$ cat src/rtl/debug_flag_sequencer.sv
// Watches the firmware debug word, filters it for stability and walks a programmed
// list of expected flags (with optional follow-up values) to report pass/fail on-chip.
module debug_flag_sequencer #(
   parameter int         DATA_W      = 32,
   parameter int         DEPTH       = 16,
   parameter int         TMO_W       = 16,
   parameter int         STABLE_N    = 2,
   parameter logic [7:0] FAIL_STATUS = 8'hFF,
   localparam int        IDX_W       = $clog2(DEPTH)
) (
   input  logic              clk,
   input  logic              reset,
   input  logic [DATA_W-1:0] debug_word,
   input  logic              wr_en,
   input  logic [IDX_W-1:0]  wr_idx,
   input  logic [DATA_W-1:0] wr_flag,
   input  logic [DATA_W-1:0] wr_value,
   input  logic              wr_chk,
   input  logic [TMO_W-1:0]  wr_tmo,
   input  logic [IDX_W:0]    seq_len,
   input  logic              start,
   input  logic              abort,
   output logic              busy,
   output logic              done,
   output logic              pass,
   output logic [IDX_W-1:0]  fail_idx,
   output logic [1:0]        fail_code,
   output logic [DATA_W-1:0] last_word
);

   localparam int               CNT_W   = $clog2(STABLE_N + 1);
   localparam logic [CNT_W-1:0] RUN_SAT = CNT_W'(STABLE_N);
   localparam logic [CNT_W-1:0] RUN_EVT = CNT_W'(STABLE_N - 1);
   localparam logic [CNT_W-1:0] RUN_ONE = CNT_W'(1);
   localparam logic [IDX_W:0]   LEN_MAX = (IDX_W + 1)'(DEPTH);
   localparam logic [IDX_W:0]   LEN_ONE = (IDX_W + 1)'(1);
   localparam logic [IDX_W-1:0] IDX_ONE = IDX_W'(1);
   localparam logic [TMO_W-1:0] TMO_ONE = TMO_W'(1);

   localparam logic [1:0] CODE_NONE = 2'b00;
   localparam logic [1:0] CODE_FLAG = 2'b01;
   localparam logic [1:0] CODE_VAL  = 2'b10;
   localparam logic [1:0] CODE_STAT = 2'b11;

   typedef enum logic [2:0] {
      IDLE,
      LOAD,
      WAIT_FLAG,
      WAIT_VAL,
      DONE
   } state_t;

   // Stability filter: run_q counts consecutive cycles equal to the previous sample.
   logic [DATA_W-1:0] prev_q;
   logic [DATA_W-1:0] last_q;
   logic [CNT_W-1:0]  run_q, run_d;
   logic              same;
   logic              stable_evt;

   always_comb begin
      same       = (debug_word == prev_q);
      run_d      = '0;
      if (same) begin
         run_d = (run_q == RUN_SAT) ? run_q : run_q + RUN_ONE;
      end
      stable_evt = same && (run_q == RUN_EVT) && (debug_word != last_q);
   end

   always_ff @(posedge clk) begin
      if (reset) begin
         prev_q <= '0;
         run_q  <= '0;
         last_q <= '0;
      end else begin
         prev_q <= debug_word;
         run_q  <= run_d;
         if (stable_evt) begin
            last_q <= debug_word;
         end
      end
   end

   // Entry storage; contents survive reset and are frozen while a run is active.
   logic [DATA_W-1:0] flag_mem [DEPTH];
   logic [DATA_W-1:0] val_mem  [DEPTH];
   logic              chk_mem  [DEPTH];
   logic [TMO_W-1:0]  tmo_mem  [DEPTH];

   always_ff @(posedge clk) begin
      if (wr_en && !busy) begin
         flag_mem[wr_idx] <= wr_flag;
         val_mem[wr_idx]  <= wr_value;
         chk_mem[wr_idx]  <= wr_chk;
         tmo_mem[wr_idx]  <= wr_tmo;
      end
   end

   state_t            state_q, state_d;
   logic [IDX_W-1:0]  idx_q, idx_d;
   logic [IDX_W:0]    len_q, len_d;
   logic [TMO_W-1:0]  tmo_q, tmo_d;
   logic              done_q, done_d;
   logic              pass_q, pass_d;
   logic [IDX_W-1:0]  fidx_q, fidx_d;
   logic [1:0]        code_q, code_d;

   logic              status_fail;
   logic              expired;
   logic              advance;
   logic              fail_now;
   logic [1:0]        fail_val;

   always_comb begin
      state_d  = state_q;
      idx_d    = idx_q;
      len_d    = len_q;
      tmo_d    = tmo_q;
      done_d   = done_q;
      pass_d   = pass_q;
      fidx_d   = fidx_q;
      code_d   = code_q;
      advance  = 1'b0;
      fail_now = 1'b0;
      fail_val = CODE_NONE;

      status_fail = stable_evt && (debug_word[DATA_W-1 -: 8] == FAIL_STATUS);
      expired     = (tmo_q == '0);

      case (state_q)
         IDLE, DONE: begin
            if (start) begin
               done_d = 1'b0;
               pass_d = 1'b0;
               fidx_d = '0;
               code_d = CODE_NONE;
               idx_d  = '0;
               len_d  = seq_len;
               if ((seq_len == '0) || (seq_len > LEN_MAX)) begin
                  state_d = DONE;
                  done_d  = 1'b1;
                  code_d  = CODE_FLAG;
               end else begin
                  state_d = LOAD;
               end
            end
         end
         LOAD: begin
            if (status_fail) begin
               fail_now = 1'b1;
               fail_val = CODE_STAT;
            end else begin
               tmo_d   = tmo_mem[idx_q];
               state_d = WAIT_FLAG;
            end
         end
         WAIT_FLAG: begin
            if (!expired) begin
               tmo_d = tmo_q - TMO_ONE;
            end
            // A match on the final counter cycle still counts.
            if (status_fail) begin
               fail_now = 1'b1;
               fail_val = CODE_STAT;
            end else if (stable_evt && (debug_word == flag_mem[idx_q])) begin
               if (chk_mem[idx_q]) begin
                  tmo_d   = tmo_mem[idx_q];
                  state_d = WAIT_VAL;
               end else begin
                  advance = 1'b1;
               end
            end else if (expired) begin
               fail_now = 1'b1;
               fail_val = CODE_FLAG;
            end
         end
         WAIT_VAL: begin
            if (!expired) begin
               tmo_d = tmo_q - TMO_ONE;
            end
            if (status_fail) begin
               fail_now = 1'b1;
               fail_val = CODE_STAT;
            end else if (stable_evt) begin
               if (debug_word == val_mem[idx_q]) begin
                  advance = 1'b1;
               end else begin
                  fail_now = 1'b1;
                  fail_val = CODE_VAL;
               end
            end else if (expired) begin
               fail_now = 1'b1;
               fail_val = CODE_VAL;
            end
         end
         default: state_d = IDLE;
      endcase

      if (fail_now) begin
         state_d = DONE;
         done_d  = 1'b1;
         pass_d  = 1'b0;
         code_d  = fail_val;
         fidx_d  = idx_q;
      end else if (advance) begin
         if ({1'b0, idx_q} == (len_q - LEN_ONE)) begin
            state_d = DONE;
            done_d  = 1'b1;
            pass_d  = 1'b1;
         end else begin
            idx_d   = idx_q + IDX_ONE;
            state_d = LOAD;
         end
      end

      if (abort) begin
         state_d = IDLE;
         done_d  = 1'b0;
         pass_d  = 1'b0;
         code_d  = CODE_NONE;
         fidx_d  = '0;
      end
   end

   always_ff @(posedge clk) begin
      if (reset) begin
         state_q <= IDLE;
         idx_q   <= '0;
         len_q   <= '0;
         tmo_q   <= '0;
         done_q  <= 1'b0;
         pass_q  <= 1'b0;
         fidx_q  <= '0;
         code_q  <= CODE_NONE;
      end else begin
         state_q <= state_d;
         idx_q   <= idx_d;
         len_q   <= len_d;
         tmo_q   <= tmo_d;
         done_q  <= done_d;
         pass_q  <= pass_d;
         fidx_q  <= fidx_d;
         code_q  <= code_d;
      end
   end

   assign busy      = (state_q == LOAD) || (state_q == WAIT_FLAG) || (state_q == WAIT_VAL);
   assign done      = done_q;
   assign pass      = pass_q;
   assign fail_idx  = fidx_q;
   assign fail_code = code_q;
   assign last_word = last_q;

endmodule

$ cat config.mk
export PLATFORM = sky130hd
export DESIGN_NAME = debug_flag_sequencer
export DESIGN_NICKNAME = d
export VERILOG_FILES = /design/src/rtl/debug_flag_sequencer.sv
export SDC_FILE = /design/constraint.sdc
export NUM_CORES = 2
export LEC_CHECK = 0
export BUFFER_PORTS_ARGS = -buffer_cell sky130_fd_sc_hd__buf_2
export CORE_MARGIN = 2
export CORE_UTILIZATION = 56
export DETAILED_ROUTE_END_ITERATION = 8
export GPL_TIMING_DRIVEN = 0
export PLACE_DENSITY = 0.76
export REMOVE_ABC_BUFFERS = 1
export SLEW_MARGIN = 30
export SYNTH_ARGS = -nofsm -noshare
export SYNTH_HDL_FRONTEND = slang
export SYNTH_SLANG_ARGS = --single-unit
$ cat constraint.sdc
create_clock -name clk -period 7.4 [get_ports clk]
set_input_delay 0.74 -clock clk [delete_from_list [all_inputs] [get_ports clk]]
set_output_delay 0.74 -clock clk [all_outputs]
set_load 0.05 [all_outputs]
=== Yosys cells after proc, flatten, opt, wreduce, memory -nomap -nowiden ===
Memories as Yosys holds them, arrays and structs flattened. A register that Yosys moved wholly into a read port is not among the register bits.
Index checks and enable logic that the tools add are counted.

* Add/sub/neg operators: 4
* Multipliers: 0
* Div/mod/pow operators: 0
* $lt $le $gt $ge: 1
* Equality and inequality tests: 25
* Shifts and indexed selects: 0
* Multiplexer cells: 68
* Bitwise logic cells: 1
* Reductions and logical operators: 24

{| class="wikitable"
|+ Operators by type and width
! operator !! number
|-
| $eq A32 B32 Y1 || 3
|-
| $mux W16 || 5
|-
| $mux W4 || 12
|-
| $pmux W16 S3 || 1
|-
| $ne A32 B32 Y1 || 1
|-
| $mux W1 || 28
|-
| $mux W3 || 9
|-
| $ne A4 B4 Y1 const B || 5
|-
| $mux W2 || 9
|-
| $ne A3 B3 Y1 const B || 6
|-
| $logic_not A16 Y1 || 1
|-
| $sub A16 B1 Y16 const B || 1
|-
| $pmux W3 S4 || 1
|-
| $reduce_and A6 Y1 || 2
|-
| $eq A8 B8 Y1 const B || 1
|-
| $eq A3 B2 Y1 const B || 2
|-
| $pmux W2 S3 || 1
|-
| $reduce_and A2 Y1 || 3
|-
| $reduce_or A2 Y1 || 3
|-
| $eq A4 B5 Y1 || 1
|-
| $gt A5 B5 Y1 const B || 1
|-
| $logic_and A1 B1 Y1 || 5
|-
| $logic_not A5 Y1 || 1
|-
| $sub A5 B1 Y5 const B || 1
|-
| 16 further kinds || 20
|}

* Bits in registers: 102
* Latch bits: 0
* RAM bits: 1296
* ROM bits: 0
* Input bits: 127
* Output and inout port bits: 41
* Word-level logic and storage cells: 139
* Memories kept: 4

{| class="wikitable"
|+ Memories
! memory !! words !! bits a word !! read ports !! clocked after memory_dff !! write ports !! line !! source
|-
| flag_mem || 16 || 32 || 1 || 1 || 1 || 84 || <nowiki>logic [DATA_W-1:0] flag_mem [DEPTH];</nowiki>
|-
| val_mem || 16 || 32 || 1 || 1 || 1 || 85 || <nowiki>logic [DATA_W-1:0] val_mem [DEPTH];</nowiki>
|-
| tmo_mem || 16 || 16 || 1 || 1 || 1 || 87 || <nowiki>logic [TMO_W-1:0] tmo_mem [DEPTH];</nowiki>
|-
| chk_mem || 16 || 1 || 1 || 1 || 1 || 86 || <nowiki>logic chk_mem [DEPTH];</nowiki>
|}

=== Longest topological paths before layout ===
* Word-level depth: 10
* Mapped depth: 19
* Depth with buffers taken out: 12

=== Worst setup path after synthesis ===
OpenSTA, ideal clock, no wires.

* Kind: register -> register
* From: register state_q[0]
* To: memory chk_mem[0] (enable)
* Library setup time: 0.621 ns
* Data arrival time: 6.742 ns
* Data required time: 6.779 ns
* Setup slack: 0.037 ns
* Cell stages (with the launch flop): 7
* Buffers on the path: 1
* Clock period less this slack: 7.363 ns
* Path through: dfxtp_1 clkbuf_1 nor2_1 or2_2 nand2_1 or3_1 nor3_1

* Cells in the longest elaborated chain, start to end: 7
* Elaborated cells between the ends (all ways): 9

{| class="wikitable"
|+ Ends and longest elaborated chain
! element !! line !! source
|-
| start, declared || 98 || <nowiki>state_t state_q, state_d;</nowiki>
|-
| start signal, assigned || 235 || <nowiki>state_q <= state_d;</nowiki>
|-
| $eq A3 B1 Y1 or $eq A3 B2 Y1 (tied branches) || 246 || <nowiki>assign busy = (state_q == LOAD) || (state_q == WAIT_FLAG) || (state_q == WAIT_VAL);</nowiki>
|-
| $logic_or A1 B1 Y1 || 246 ||
|-
| $logic_or A1 B1 Y1 * || 246 ||
|-
| $logic_not A1 Y1 * || 90 || <nowiki>if (wr_en && !busy) begin</nowiki>
|-
| $logic_and A1 B1 Y1 * || 90 ||
|-
| $mux W1 * || 90 ||
|-
| $mux W1 (not written as such) * || 93 || <nowiki>chk_mem[wr_idx] <= wr_chk;</nowiki>
|-
| end, declared || 86 ||
|}

Every way passes the cells marked *; elsewhere a longest branch is shown, timed or not.

==> flow_summary_export.csv <==
group,metric,value,unit
timing,max-slew-margin-rel,33.1,%
global_routing,grt_usage,28.8,%
timing,finClkSkew,41.2,ps
timing,report.final.hold_viol_count,0,
die,ios,168,
global_routing,grt_overflow,0,
power,ir_drop,0.255,mV
synth,synth.distinct_cells,75,
setup_path,path_class,"reg -> reg",
placed_design,numPlacedInstances,4428,
setup_path,critical_path_arrival,6690,ps
layout,drive_gt1_share,25.7,%
worst_hold_path,hp-start,"seq_len[2]",
clock_tree,cts_max_level,4,
timing,maxSlewViolCount,0,
placed_design,place_ws,1390,ps
detailed_routing,drt-pass1-iter-count,5,
synth,synth_area_leaders,"edfxtp_1, mux4_2, dfxtp_1",
status,status,"complete, no violations",
clock_tree,clock_path_buffers,3,
power,cellPowerDensity,247,nW/um2
synth,yosysSeqAreaShare,73.5,%
placed_design,gp_congestion,0.832,
global_routing,antenna_found_initial,26,
detailed_routing,via_per_inst,6.71,
detailed_routing,drt_iter0_drc,4367,
synth,synth_top_area_share,69.9,%
timing,setup_violations,0,
clock_tree,post_cts_resized,0,
setup_path,critPathMaxFanout,30,
synth,synth_edf_count,1296,
global_routing,grt_max_degree,78,
setup_path,regToRegStartpoint,"idx_q[0]",
worst_hold_path,holdPathEnd,"len_q[2]",
synth,synth_flop_cell,"edfxtp_1",
setup_path,endpoint_kind,"flip-flop",
setup_path,worst_setup_path_start_kind,"flip-flop",
run,maxCapViolCount,0,
setup_path,path_common_cell,"buf_16",
timing,holdWs,319,ps
die,core,98400,um2
placed_design,place_hpwl,95900,um
timing,max_freq,164,MHz
detailed_routing,drc,0,
setup_path,reg2reg_depth,14,
power,p_leak,0.0205,uW
die,die_h,319,um
die,start_util,56.6,%
synth,synthArstFlopShare,0,%
clock_tree,cts-root-buf,"clkbuf_16",
clock_tree,postCtsSetupBuffers,0,
setup_path,timing.rr.end,"tmo_q[15]",
die,std_cell_rows,115,
setup_path,cpPeakStageDelay,710,ps
synth,yosys.area.top_type,"edfxtp_1",
setup_path,cp_cell_sequence,"buf_16 > buf_16 > buf_16 > mux4_2 > a22o_1 > a221oi_1 > xnor2_1 > or3b_1 > or4b_1 > nor4_4 > a21oi_4 > buf_8 > mux2i_1 > a2111oi_0",
die,fp.dieArea,102000,um2
detailed_routing,wl_per_cell,31.3,um
setup_path,r2r_slack,1320,ps
clock_tree,cts_tree,"done",
detailed_routing,num_vias,31455,
layout,syn2layout_area_growth,17.1,%
synth,synthCells,2981,
clock_tree,ctsHoldBuffers,0,
detailed_routing,antenna_left,0,
timing,tightestPinTransition,997,ps
clock_tree,cts.sinks,1398,
timing,timing.final.ws_setup,1320,ps
global_routing,grt_pass1_wl,212000,um
layout,nets,3413,
worst_hold_path,hold_path_class,"in -> reg",
layout,stdcell_count,4687,
synth,syn_area_per_cell,18.7,um2
clock_tree,clk-insertion-delay-late,750,ps
setup_path,worstPathRequired,8010,ps
placed_design,port_buffers,167,
timing,finalCritPeriodShare,82.2,%
clock_tree,cts_buffers,138,
setup_path,slowest_stage,"dfxtp_4",
clock_tree,clk_pin_slew,60,ps
die,die_w,319,um
synth,ys_ff_latch,1398,
synth,ys_warn_count,0,
synth,synth_area,55700,um2
global_routing,first_global_vias,31423,
timing,post-route-min-period,6080,ps
detailed_routing,totalWireLength,147000,um
timing,rsz0062_at_grt,"false",
worst_hold_path,min_delay_path_depth,3,
layout,fillers,6063,
## cells by family (layout without fill, tap and decap cells)
logic type | after synthesis | count (layout) | synth area share [%]
AOI/OAI and AO/OA | 310 | 310 | 3.82
xor gates and xnor gates | 130 | 130 | 2.04
adders and majority gates | 5 | 5 | 0.112
buffers and inverters | 197 | 610 | 1.70
DFF | 1398 | 1398 | 73.5
muxes | 468 | 468 | 14.3
other | 0 | 6 | 0
and+or+nand+nor | 473 | 473 | 4.47
## sequential cells by signal (all words and copies together), names as in the netlist
name / cells
fail_code: 2
state_q: 3
run_q: 2
last_word: 32
done: 1
len_q: 5
prev_q: 32
idx_q: 4
tmo_mem: 256
tmo_q: 16
fail_idx: 4
flag_mem: 512
val_mem: 512
chk_mem: 16
pass: 1
## metrics by stage
stage / power, uW / util [%] / area [um2] / TNS (ps)
final: 16100 / 66.3 / 65200 / 0
after global routing: 16500 / 66.3 / 65200 / 0
after CTS: 16200 / 66.3 / 65200 / 0
after detailed placement: 9440 / 61.8 / 60800 / 0
after global placement: 9380 / 58.2 / 57200 / -5763410
after floorplan: 9120 / - / 54800 / -332080
## worst max-delay path by stage
stage	startpoint	end	slack (ps)	depth (start not counted)
after CTS	idx_q[0]	state_q[2]	1350	13
after floorplan	idx_q[0]	tmo_q[15]	-11190	9
after global placement	idx_q[0]	tmo_q[8]	-22610	9
after detailed placement	idx_q[0]	state_q[2]	1390	13
after global routing	idx_q[0]	tmo_q[15]	1040	14
final	idx_q[0]	tmo_q[15]	1320	14
## report_power, final
group	internal (uW)	total, uW	switching, uW
sequential	8730	8770	33.5
clock	3900	6840	2940
combinational	161	530	369
## cells in the mapped netlist, drive strengths merged (4+ instances only)
| cell | n |
|---|---|
| a2111oi | 6 |
| a211o | 7 |
| a211oi | 4 |
| a21oi | 88 |
| a221oi | 44 |
| a22o | 20 |
| a22oi | 61 |
| a31oi | 12 |
| and2 | 4 |
| and3 | 13 |
| buf | 87 |
| clkbuf | 98 |
| dfxtp | 102 |
| edfxtp | 1296 |
| ha | 5 |
| inv | 12 |
| mux2 | 22 |
| mux2i | 186 |
| mux4 | 260 |
| nand2 | 141 |
| nand2b | 10 |
| nand3 | 33 |
| nand3b | 8 |
| nand4 | 32 |
| nand4b | 7 |
| nor2 | 76 |
| nor2b | 40 |
| nor3 | 19 |
| nor4 | 37 |
| nor4b | 10 |
| o21ai | 34 |
| o21bai | 5 |
| o22ai | 5 |
| or2 | 7 |
| or3 | 15 |
| or3b | 4 |
| or4 | 4 |
| or4b | 4 |
| xnor2 | 71 |
| xor2 | 59 |
## per-layer routing
layer  part of all wire (%)  vias up  track usage (%)
met1                     37    16068             39.2
li1                       -    12723                -
met3                     12      392             7.56
met2                     47     2246             45.2
met4                    3.6       26             10.7
met5                   0.11        -                0
## placed cells by master (no fill, tap or decap), types with 35 or more instances in the layout
master | Yosys | routed
dfxtp_1 | 102 | 98
xnor2_1 | 71 | 71
nand2_1 | 141 | 141
buf_2 | 42 | 171
xor2_1 | 59 | 59
mux2i_1 | 186 | 186
a22oi_1 | 61 | 61
nor2_1 | 75 | 62
buf_16 | 0 | 85
clkbuf_16 | 0 | 145
nor2b_1 | 40 | 35
buf_4 | 17 | 57
mux4_2 | 260 | 260
a21oi_1 | 88 | 87
edfxtp_1 | 1296 | 1296
a221oi_1 | 44 | 44
## layout make-up
cell class | count | area (um2) | area share (%)
Inverter | 12 | 50.0 | 0.0767
Antenna cell | 6 | 15.0 | 0.0230
Timing Repair Buffer | 345 | 4160 | 6.38
Sequential cell | 1398 | 41000 | 62.8
Clock buffer | 181 | 3820 | 5.86
Tap cell | 1287 | 1610 | 2.47
Multi-Input combinational cell | 1386 | 14000 | 21.5
Clock inverter | 72 | 589 | 0.903
## worst max-delay path, delay by kind of cell (launching register included)
| kind | cells | cell delay [ps] |
|---|---|---|
| AOI/OAI and AO/OA | 4 | 1500 |
| xor gates and xnor gates | 1 | 170 |
| buffers and inverters | 4 | 1110 |
| DFF | 1 | 710 |
| muxes | 2 | 660 |
| and+or+nand+nor | 3 | 1700 |
Note: power is estimated with default switching activity, not from simulation.
